File: config.mk
export PLATFORM = sky130hd
export DESIGN_NAME = uu_acmac_rx_fcs_check
export DESIGN_NICKNAME = d
export VERILOG_FILES = /design/src/rtl/uu_acmac_rx_fcs_check_pkg.sv /design/src/rtl/uu_acmac_crc32_8in.sv /design/src/rtl/uu_acmac_rx_fcs_check.sv
export SDC_FILE = /design/constraint.sdc
export NUM_CORES = 1
export LEC_CHECK = 0
export BUFFER_PORTS_ARGS = -buffer_cell sky130_fd_sc_hd__buf_2
export CORE_MARGIN = 3
export CORE_UTILIZATION = 40
export CTS_BUF_LIST = sky130_fd_sc_hd__clkbuf_8 sky130_fd_sc_hd__clkbuf_16
export CTS_CLUSTER_DIAMETER = 50
export CTS_CLUSTER_SIZE = 12
export DETAILED_ROUTE_END_ITERATION = 16
export GPL_TIMING_DRIVEN = 0
export PLACE_DENSITY = 0.64
export SLEW_MARGIN = 20
export SYNTH_ARGS = -nofsm -noshare
export SYNTH_HDL_FRONTEND = slang
export SYNTH_SLANG_ARGS = --single-unit
File: constraint.sdc
create_clock -name fcs_clk -period 6.5 [get_ports fcs_clk]
set_input_delay 0.975 -clock fcs_clk [delete_from_list [all_inputs] [get_ports fcs_clk]]
set_output_delay 0.975 -clock fcs_clk [all_outputs]
set_load 0.02 [all_outputs]
File: src/rtl/uu_acmac_rx_fcs_check_pkg.sv
// Shared LMAC RX constants, FSM state type and small helpers for the FCS checker.
// Latency: none (declarations only).
// Backpressure: none (declarations only).
`ifndef UU_LMAC_DEFINES
`define UU_LMAC_DEFINES
`define UU_LMAC_RX_RET_SUCCESS                   3'd0
`define UU_LMAC_RX_RET_DELIMITER_ERROR           3'd1
`define UU_LMAC_RX_RET_LENGTH_ERROR              3'd2
`define UU_LMAC_RX_RET_INCOMPLETE_AMPDU_SUBFRAME 3'd3
`define UU_LMAC_RX_RET_END_OF_AMPDU              3'd4
`define UU_LMAC_CRC32_POLY                       32'hEDB88320
`define UU_LMAC_CRC32_RESIDUE                    32'hDEBB20E3
`define UU_LMAC_MIN_MPDU_LEN                     5
`endif

package uu_acmac_rx_fcs_check_pkg;

  localparam int WIDTH_BYTE      = 8;
  localparam int WIDTH_HALF_WORD = 16;
  localparam int WIDTH_WORD      = 32;

  localparam logic [WIDTH_WORD-1:0]      CRC32_POLY     = `UU_LMAC_CRC32_POLY;
  localparam logic [WIDTH_WORD-1:0]      CRC32_RESIDUE  = `UU_LMAC_CRC32_RESIDUE;
  localparam logic [WIDTH_WORD-1:0]      CRC32_INIT     = 32'hFFFF_FFFF;
  localparam logic [WIDTH_HALF_WORD-1:0] MIN_MPDU_LEN   = 16'(`UU_LMAC_MIN_MPDU_LEN);
  localparam logic [2:0]                 RET_INCOMPLETE = `UU_LMAC_RX_RET_INCOMPLETE_AMPDU_SUBFRAME;

  typedef enum logic [1:0] {
    ST_IDLE  = 2'd0,
    ST_RECV  = 2'd1,
    ST_DRAIN = 2'd2
  } fcs_state_e;

  // Statistics counters stick at all-ones instead of wrapping.
  function automatic logic [WIDTH_HALF_WORD-1:0] sat_inc(input logic [WIDTH_HALF_WORD-1:0] v);
    return (v == 16'hFFFF) ? v : v + 16'd1;
  endfunction

endpackage

File: src/rtl/uu_acmac_crc32_8in.sv
// Byte-wide reflected CRC-32 next-state (poly EDB88320, LSB first), shared with TX FCS gen.
// Latency: purely combinational.
// Backpressure: none; caller decides when to commit crc_out.
module uu_acmac_crc32_8in
  import uu_acmac_rx_fcs_check_pkg::*;
(
  input  logic [WIDTH_WORD-1:0] crc_in,
  input  logic [WIDTH_BYTE-1:0] data,
  output logic [WIDTH_WORD-1:0] crc_out
);

  logic [WIDTH_WORD-1:0] c;

  // Fold the byte into the low bits, then shift out eight bits LSB first.
  always_comb begin
    c = crc_in ^ {24'h0, data};
    for (int i = 0; i < 8; i++) begin
      c = c[0] ? ((c >> 1) ^ CRC32_POLY) : (c >> 1);
    end
    crc_out = c;
  end

endmodule

File: src/rtl/uu_acmac_rx_fcs_check.sv
// Per-subframe FCS checker: bounds each MPDU by its length, forwards bytes, runs CRC-32 residue check.
// Latency: forwarded byte, done/fcs_ok/counters one cycle after the input byte; abort one cycle after detection.
// Backpressure: none; bytes are consumed every strobe, trailing/pad bytes after the MPDU are discarded.
module uu_acmac_rx_fcs_check
  import uu_acmac_rx_fcs_check_pkg::*;
(
  input  logic                       fcs_clk,
  input  logic                       rst_n,
  input  logic                       fcs_enable,
  input  logic [WIDTH_BYTE-1:0]      fcs_in_data,
  input  logic                       fcs_in_data_valid,
  input  logic                       fcs_in_mpdu_valid,
  input  logic [WIDTH_HALF_WORD-1:0] fcs_in_subframe_length,
  input  logic [2:0]                 fcs_in_return_value,
  output logic [WIDTH_BYTE-1:0]      fcs_out_data,
  output logic                       fcs_out_data_valid,
  output logic                       fcs_out_first,
  output logic                       fcs_out_last,
  output logic                       fcs_out_done,
  output logic                       fcs_out_fcs_ok,
  output logic                       fcs_out_abort,
  output logic [WIDTH_HALF_WORD-1:0] fcs_out_mpdu_length,
  output logic [WIDTH_HALF_WORD-1:0] fcs_out_ok_count,
  output logic [WIDTH_HALF_WORD-1:0] fcs_out_err_count
);

  fcs_state_e                 state_q, state_d;
  logic                       mpdu_vld_q;
  logic [WIDTH_HALF_WORD-1:0] len_q, len_d;
  logic [WIDTH_WORD-1:0]      crc_q, crc_d;
  logic [WIDTH_HALF_WORD-1:0] cnt_q, cnt_d;
  logic [WIDTH_BYTE-1:0]      out_data_q, out_data_d;
  logic                       out_vld_q, out_vld_d;
  logic                       first_q, first_d;
  logic                       last_q, last_d;
  logic                       done_q, done_d;
  logic                       abort_q, abort_d;
  logic                       fcs_ok_q, fcs_ok_d;
  logic [WIDTH_HALF_WORD-1:0] ok_cnt_q, ok_cnt_d;
  logic [WIDTH_HALF_WORD-1:0] err_cnt_q, err_cnt_d;

  logic                       rise;
  logic                       trunc;
  logic                       accept;
  logic                       in_idle;
  logic [WIDTH_WORD-1:0]      crc_cur, crc_next;
  logic [WIDTH_HALF_WORD-1:0] cnt_cur, len_cur;

  // The first payload byte arrives together with the mpdu_valid rise, so in IDLE
  // the byte is processed against freshly initialised CRC/count/length values.
  assign rise    = fcs_in_mpdu_valid & ~mpdu_vld_q;
  assign trunc   = ~fcs_in_mpdu_valid | (fcs_in_return_value == RET_INCOMPLETE);
  assign in_idle = (state_q == ST_IDLE);
  assign crc_cur = in_idle ? CRC32_INIT : crc_q;
  assign cnt_cur = in_idle ? '0 : cnt_q;
  assign len_cur = in_idle ? fcs_in_subframe_length : len_q;

  uu_acmac_crc32_8in u_crc (
    .crc_in  (crc_cur),
    .data    (fcs_in_data),
    .crc_out (crc_next)
  );

  // Next-state, forwarding and statistics; disable overrides everything but the counters.
  always_comb begin
    state_d    = state_q;
    len_d      = len_q;
    crc_d      = crc_q;
    cnt_d      = cnt_q;
    out_data_d = '0;
    out_vld_d  = 1'b0;
    first_d    = 1'b0;
    last_d     = 1'b0;
    done_d     = 1'b0;
    abort_d    = 1'b0;
    fcs_ok_d   = fcs_ok_q;
    ok_cnt_d   = ok_cnt_q;
    err_cnt_d  = err_cnt_q;
    accept     = 1'b0;

    case (state_q)
      ST_IDLE: begin
        if (rise) begin
          len_d    = fcs_in_subframe_length;
          crc_d    = CRC32_INIT;
          cnt_d    = '0;
          fcs_ok_d = 1'b0;
          if (fcs_in_subframe_length < MIN_MPDU_LEN) begin
            abort_d   = 1'b1;
            err_cnt_d = sat_inc(err_cnt_q);
            state_d   = ST_DRAIN;
          end else begin
            state_d = ST_RECV;
            accept  = 1'b1;
          end
        end
      end
      ST_RECV:  accept = 1'b1;
      ST_DRAIN: if (!fcs_in_mpdu_valid) state_d = ST_IDLE;
      default:  state_d = ST_IDLE;
    endcase

    if (accept) begin
      if (trunc) begin
        // Truncation wins over a byte arriving in the same cycle.
        abort_d   = 1'b1;
        err_cnt_d = sat_inc(err_cnt_q);
        state_d   = ST_IDLE;
      end else if (fcs_in_data_valid) begin
        crc_d      = crc_next;
        cnt_d      = cnt_cur + 16'd1;
        out_data_d = fcs_in_data;
        out_vld_d  = 1'b1;
        first_d    = (cnt_cur == '0);
        if (({1'b0, cnt_cur} + 17'd1) == {1'b0, len_cur}) begin
          last_d   = 1'b1;
          done_d   = 1'b1;
          fcs_ok_d = (crc_next == CRC32_RESIDUE);
          state_d  = ST_DRAIN;
          if (crc_next == CRC32_RESIDUE) ok_cnt_d  = sat_inc(ok_cnt_q);
          else                           err_cnt_d = sat_inc(err_cnt_q);
        end
      end
    end

    if (!fcs_enable) begin
      state_d    = ST_IDLE;
      len_d      = '0;
      crc_d      = CRC32_INIT;
      cnt_d      = '0;
      out_data_d = '0;
      out_vld_d  = 1'b0;
      first_d    = 1'b0;
      last_d     = 1'b0;
      done_d     = 1'b0;
      abort_d    = 1'b0;
      fcs_ok_d   = 1'b0;
      ok_cnt_d   = ok_cnt_q;
      err_cnt_d  = err_cnt_q;
    end
  end

  // State and output registers with synchronous active-low reset.
  always_ff @(posedge fcs_clk) begin
    if (!rst_n) begin
      state_q    <= ST_IDLE;
      mpdu_vld_q <= 1'b0;
      len_q      <= '0;
      crc_q      <= CRC32_INIT;
      cnt_q      <= '0;
      out_data_q <= '0;
      out_vld_q  <= 1'b0;
      first_q    <= 1'b0;
      last_q     <= 1'b0;
      done_q     <= 1'b0;
      abort_q    <= 1'b0;
      fcs_ok_q   <= 1'b0;
      ok_cnt_q   <= '0;
      err_cnt_q  <= '0;
    end else begin
      state_q    <= state_d;
      // Keeps tracking while disabled so re-enable mid-MPDU does not fake a rise.
      mpdu_vld_q <= fcs_in_mpdu_valid;
      len_q      <= len_d;
      crc_q      <= crc_d;
      cnt_q      <= cnt_d;
      out_data_q <= out_data_d;
      out_vld_q  <= out_vld_d;
      first_q    <= first_d;
      last_q     <= last_d;
      done_q     <= done_d;
      abort_q    <= abort_d;
      fcs_ok_q   <= fcs_ok_d;
      ok_cnt_q   <= ok_cnt_d;
      err_cnt_q  <= err_cnt_d;
    end
  end

  assign fcs_out_data        = out_data_q;
  assign fcs_out_data_valid  = out_vld_q;
  assign fcs_out_first       = first_q;
  assign fcs_out_last        = last_q;
  assign fcs_out_done        = done_q;
  assign fcs_out_fcs_ok      = fcs_ok_q;
  assign fcs_out_abort       = abort_q;
  assign fcs_out_mpdu_length = len_q;
  assign fcs_out_ok_count    = ok_cnt_q;
  assign fcs_out_err_count   = err_cnt_q;

endmodule

# == Word-level counts from Yosys, hierarchy flattened ==
# Cells that the tools add are included.
# word_totals
register_bits,112
latchBits,0
ramBits,0
romBits,0
inputBits,32
output_inout_bits,62
memories,0
# classes
add_sub_neg,4
mul,0
div,0
order_cmp,1
eq_ne,7
shift,0
muxes,54
bitwise_logic,19
n_reduce_logical,7
# ops
op,n
two-way mux 32 bit,14
two-way mux 16 bit,16
NOT 13 -> 14 bit,8
adder 16 x 1 -> 16 bit (second input constant),3
== test 16 bit (second input constant),2
== test 32 bit (second input constant),1
XOR 32 x 8 -> 32 bit,1
adder 16 x 1 -> 17 bit (second input constant),1
== test 17 x 16 -> 1 bit,1
zero test 16 bit,1
less-than comparator 16 x 3 -> 1 bit (second input constant),1
two-way mux 1 bit,15
two-way mux 2 bit,7
NOT 1 bit,8
AND reduction 7 bit,1
case mux 2 bit (3 select lines),1
OR reduction 5 bit,1
AND reduction 2 bit,2
OR reduction 4 bit,1
== test 3 x 2 -> 1 bit (second input constant),1
== test 2 x 1 -> 1 bit (second input constant),1
== test 2 bit (second input constant),1
zero test 2 bit,1
case mux 1 bit (2 select lines),1
2 further kinds,2

# == Depth between registers and ports, before layout ==
# depth
word_depth,25
ltp_mapped,23
mapped_depth_nobuf,14

# == Hierarchy ==
# A second synthesis with hierarchy kept.
# hier_totals
hier_cells,766
area_unflattened_um2,6592.6
# modules_own_cells
module,n_inst,cells_per_inst,area_per_inst_um2
uu_acmac_rx_fcs_check,1,696,5879.4
uu_acmac_crc32_8in,1,70,713.2

# == Worst setup path before layout ==
# Ideal clock, no wire load.
# synth_path
path_kind,reg-to-reg
startpoint,register state_q[0]
endpoint,register err_cnt_q[12] (netlist: fcs_out_err_count[12])
arrival_ps,4509
slack_ps,1900
path_stages_with_launch,23
n_path_buf,8
period_less_slack_ps,4600
cell_sequence,dfxtp_1 buf_2 or2_1 buf_2 buf_4 buf_6 buf_4 clkbuf_1 clkbuf_1 nand2_1 inv_1 ha_1 and4_1 clkbuf_1 xnor2_1 o211ai_1 a211oi_1 o211ai_1 nor4_1 o41ai_2 a21oi_1 a31oi_1 a311oi_1
# synth_between
elab_chain_len,23
elab_cells_between_ends,32
cone_classes,add/sub (1); eq/ne (3); mux (18); bitwise (9); reduce/logical (1)
# synth_lines
item,line,text
from (decl),uu_acmac_rx_fcs_check.sv:27,"fcs_state_e state_q, state_d;"
from (signal assigned),uu_acmac_rx_fcs_check.sv:161,state_q <= state_d;
zero test 2 bit,"uu_acmac_rx_fcs_check.sv:53, uu_acmac_rx_fcs_check.sv:81",
two-way mux 32 bit,uu_acmac_rx_fcs_check.sv:54,assign crc_cur = in_idle ? CRC32_INIT : crc_q;
XOR 32 x 8 -> 32 bit,uu_acmac_crc32_8in.sv:16,"c = crc_in ^ {24'h0, data};"
NOT 13 -> 14 bit (no line),n/a,
two-way mux 32 bit,uu_acmac_crc32_8in.sv:18,c = c[0] ? ((c >> 1) ^ CRC32_POLY) : (c >> 1);
two-way mux 32 bit / NOT 13 -> 14 bit (equally long branches),n/a,
NOT 13 -> 14 bit (no line) / two-way mux 32 bit (equally long branches),n/a,
two-way mux 32 bit,uu_acmac_crc32_8in.sv:18,
[... 7 more ...],n/a,
NOT 13 -> 14 bit (no line),n/a,
two-way mux 32 bit,uu_acmac_crc32_8in.sv:18,
== test 32 bit,uu_acmac_rx_fcs_check.sv:120,if (crc_next == CRC32_RESIDUE) ok_cnt_d = sat_inc(ok_cnt_q);
two-way mux 16 bit,uu_acmac_rx_fcs_check.sv:120,
two-way mux 16 bit,uu_acmac_rx_fcs_check.sv:115,"if (({1'b0, cnt_cur} + 17'd1) == {1'b0, len_cur}) begin"
two-way mux 16 bit,uu_acmac_rx_fcs_check.sv:109,end else if (fcs_in_data_valid) begin
two-way mux 16 bit,uu_acmac_rx_fcs_check.sv:104,if (trunc) begin
two-way mux 16 bit *,uu_acmac_rx_fcs_check.sv:103,if (accept) begin
to (signal assigned),uu_acmac_rx_fcs_check.sv:175,err_cnt_q <= err_cnt_d;
to (decl),uu_acmac_rx_fcs_check.sv:40,"logic [WIDTH_HALF_WORD-1:0] err_cnt_q, err_cnt_d;"
# Every way passes the cells marked *; elsewhere a longest branch is shown, timed or not.
# A chain may end at the register's enable or synchronous reset.

# == Final worst setup path ==
# Same ends and word-level chain as after synthesis.

==> results.py <==
metrics = {
    "status": {
        "status": "finished clean",
    },
    "synth": {
        "synth-simple-area-share_pct": 26.0,
        "synth-edff-count": 0,
        "synth-xor-area-share_pct": 16.2,
        "synthTopCellsByCount": "125 x nand2_1, 112 x dfxtp_1, 84 x nor2_1",
        "async_reset_ff_share_pct": 0,
        "synth_top_area_share_pct": 27.8,
        "ys_warn_count": 0,
        "yosys.cell_types.count": 78,
        "syn_area_per_cell_um2": 7.73,
        "synth_top_flop_cell": "dfxtp_1",
        "synth_most_common_cell": "nand2_1",
        "synthTopCellsByArea": "dfxtp_1 28%, xnor2_1 8.7%, nand2_1 5.8%",
        "ys_seq_area_share_pct": 27.8,
        "yosysTopAreaCell": "dfxtp_1",
        "synthesis.nets": 1080,
        "synthCells": 1043,
        "synth_top_family_by_area": "simple AND/OR/NAND/NOR gates",
        "synth_compound_area_share_pct": 20.2,
        "yosys_register_bits": 112,
        "synth_mux_area_share_pct": 4.07,
        "synthAdderAreaFrac_pct": 0.776,
        "syn-cell-area_mm2": 0.00806,
    },
    "drt": {
        "num_vias": 8311,
        "dr.pass1.iters": 5,
        "drcViolationCount": 0,
        "avgRoutedWirePerCell_um": 18.9,
        "post_drt_via_cell_ratio": 5.88,
        "ant_nets": 0,
        "routed_wl_um": 26700,
        "drt_iter0_drc": 665,
    },
    "worst_setup_path": {
        "path_max_fanout": 10,
        "critical_path_class": "reg -> reg",
        "startpoint_type": "register",
        "ff2ff_setup_slack_ns": 0.49,
        "worstReg2RegEnd": "fcs_out_err_count[12]",
        "worstPathRequired_ns": 6.78,
        "critPathMaxStageDelay_ns": 0.52,
        "worstReg2RegStart": "state_q[0]",
        "worstPathArrival_ns": 6.29,
        "path_cells": "buf_2 -> or2_1 -> buf_2 -> buf_4 -> buf_6 -> buf_4 -> clkbuf_1 -> clkbuf_2 -> nand2_1 -> inv_1 -> ha_1 -> and4_1 -> clkbuf_1 -> nand3_1 -> o31ai_1 -> o211ai_1 -> nor4_2 -> o41ai_2 -> a21oi_1 -> a31oi_1 -> a311oi_1",
        "cp-end-kind": "register",
        "reg2regPathDepth": 21,
        "cp_slowest_cell": "nor4_2",
    },
    "pwr": {
        "power.internal_mw": 1.14,
        "pwr-share-clk_pct": 36.8,
        "power_frac_seq_pct": 42.6,
        "p_switching_uw": 513,
        "p_per_area_mw_per_mm2": 180,
        "sw_frac_of_total_pct": 31.1,
        "pwr-share-comb_pct": 20.6,
        "power.leakage_nw": 3.52,
        "vdd_drop_max_v": 0.000124,
    },
    "cells_and_area": {
        "final_area_mm2": 0.00918,
        "nets": 1180,
        "nFillCells": 2076,
        "drive_gt1_share_pct": 13.5,
        "diodes": 0,
        "syn_to_final_growth_pct": 13.8,
    },
    "clock_network": {
        "ctsHoldBuffers": 0,
        "cts_buffers": 9,
        "clk_pin_slew_ns": 0.08,
        "numClockSinks": 112,
        "clk_latency_ns": 0.36,
        "cts-root-buf": "clkbuf_16",
        "cts_tree": "done",
        "h-tree-depth": 3,
        "cts_buffer_depth": 2,
    },
    "timing": {
        "slew_headroom_pct": 32.5,
        "min_period_over_period_pct": 92.5,
        "setup_violations": 0,
        "hold_violations": 0,
        "fin_skew_ns": 0.00802,
        "fmaxAchievable_mhz": 166,
        "final_max_slew_viol_count": 0,
        "worst_hold_slack_ns": 0.484,
        "tightest_slew_ns": 1.00,
        "min_period_ns": 6.01,
        "grt_setup_unrepaired": "false",
    },
    "floorplanning": {
        "initial_core_util_pct": 41.0,
        "dieArea_mm2": 0.0219,
        "pin_count": 94,
        "core_area_mm2": 0.0197,
        "placementRows": 51,
        "die-height_um": 148,
        "die_w_um": 148,
    },
    "placed_design": {
        "place_area_mm2": 0.00884,
        "dp_hpwl_um": 19400,
        "portBuffers": 89,
        "place.gp.congestion": 0.980,
    },
    "hold_path": {
        "min-delay-start": "fcs_out_mpdu_length[4]",
        "hp-class": "reg -> reg",
        "holdPathStages": 2,
        "hold-path-endpoint": "fcs_out_mpdu_length[4]",
    },
    "global_routing": {
        "grtUsageTotal_pct": 23.8,
        "grt_antenna_before_repair": 0,
        "grt_pass1_vias": 7608,
        "grt_max_degree": 20,
        "grt_pass1_wl_um": 41400,
        "grt_overflow": 0,
    },
    "run": {
        "maxCapViolations": 0,
    },
}
[placed cells by master (no fill, tap or decap), types with 7 or more instances in the layout]
cell,instances
nand2_1,125
dfxtp_1,112
buf_2,99
nor2_1,84
xnor2_1,80
a21oi_1,73
o21ai_0,66
nor3_1,44
nand3_1,42
clkbuf_1,35
xor2_1,33
mux2i_1,26
nand4_1,22
inv_1,20
and3_1,18
and2_1,17
nor4_1,15
o211ai_1,14
buf_4,10
nand2b_1,10
o31ai_1,10
a211oi_1,10
a21o_1,9
a31oi_1,9
or4_1,9
clkbuf_16,9
buf_1,7
xnor3_1,7
or3_1,7
o22ai_1,7
[power by group through the flow]
stage / registers [mW] / clock network [mW] / logic, mW
3_5_place_dp: 0.719 / 0 / 0.330
6_report: 0.703 / 0.608 / 0.341
3_3_place_gp: 0.719 / 0 / 0.330
5_1_grt: 0.705 / 0.639 / 0.365
4_1_cts: 0.703 / 0.616 / 0.333
2_1_floorplan: 0.724 / 0 / 0.232
[layout make-up]
class,instances,area (um^2),share of cell area [%]
clock buffers,10,239,2.60
inverters,22,82.6,0.900
well taps,265,332,3.61
clock inverters,6,78.8,0.859
plain buffers,66,322,3.50
multi-input cells,843,5440,59.2
repair buffers,89,445,4.85
flip-flops and latches,112,2240,24.4
[metal layers]
metal | vias up | share of wire, % | global-route usage, %
met3 | 49 | 7.8 | 3.37
met5 | - | 0 | 0
met2 | 374 | 46 | 38.0
met4 | 0 | 2.6 | 8.82
met1 | 3924 | 44 | 32.8
li1 | 3964 | - | -
[registers in the layout (all words and copies together), names as in the netlist]
register and count:
state_q 2, cnt_q 16, mpdu_vld_q 1, fcs_out_abort 1, fcs_out_data_valid 1, fcs_out_mpdu_length 16, fcs_out_fcs_ok 1, fcs_out_err_count 16
fcs_out_data 8, fcs_out_ok_count 16, fcs_out_done 1, crc_q 32, fcs_out_first 1
[timing repair]
action	4_1_cts	5_1_grt
setup buffers	0	0
resized for setup	1	3
endpoints found under the setup margin	4	19
[cell families after synthesis]
family,Yosys count
compound gates,255
xor+xnor,127
fa+ha+maj,5
buf+inv,88
flops,112
mux,31
simple gates,425
[critical path, delay by kind of cell, from the launching register on]
kind,cells,cell delay (ns)
AOI/OAI and AO/OA,6,1.75
buffers and inverters,9,2.29
and+or+nand+nor,5,1.21
adders and majority gates,1,0.34
DFF,1,0.33
[how the worst max path moves through the flow]
stage / from / endpoint / slack, ns / depth (start not counted)
6_report: state_q[0] / fcs_out_err_count[12] / 0.49 / 21
3_3_place_gp: state_q[0] / fcs_out_err_count[12] / -0.04 / 22
4_1_cts: state_q[0] / fcs_out_err_count[12] / 0.21 / 22
5_1_grt: state_q[0] / fcs_out_err_count[12] / 0.009 / 21
2_1_floorplan: state_q[0] / fcs_out_err_count[12] / 1.90 / 22
3_5_place_dp: state_q[0] / fcs_out_err_count[12] / -0.01 / 22
[per-stage QoR]
step / total power, mW / setup WS, ns / cells / utilization [%] / TNS [ns]
5_1_grt: 1.71 / 0.00920 / 1413 / 46.7 / 0
4_1_cts: 1.65 / 0.212 / 1413 / 46.6 / 0
3_3_place_gp: 1.05 / -0.0379 / 1397 / 45.0 / -0.0492
3_5_place_dp: 1.05 / -0.0137 / 1397 / 45.0 / -0.0137
6_report: 1.65 / 0.488 / 1413 / 46.7 / 0
2_1_floorplan: 0.955 / 1.90 / 1043 / - / 0
(Power assumes the default switching activity.)
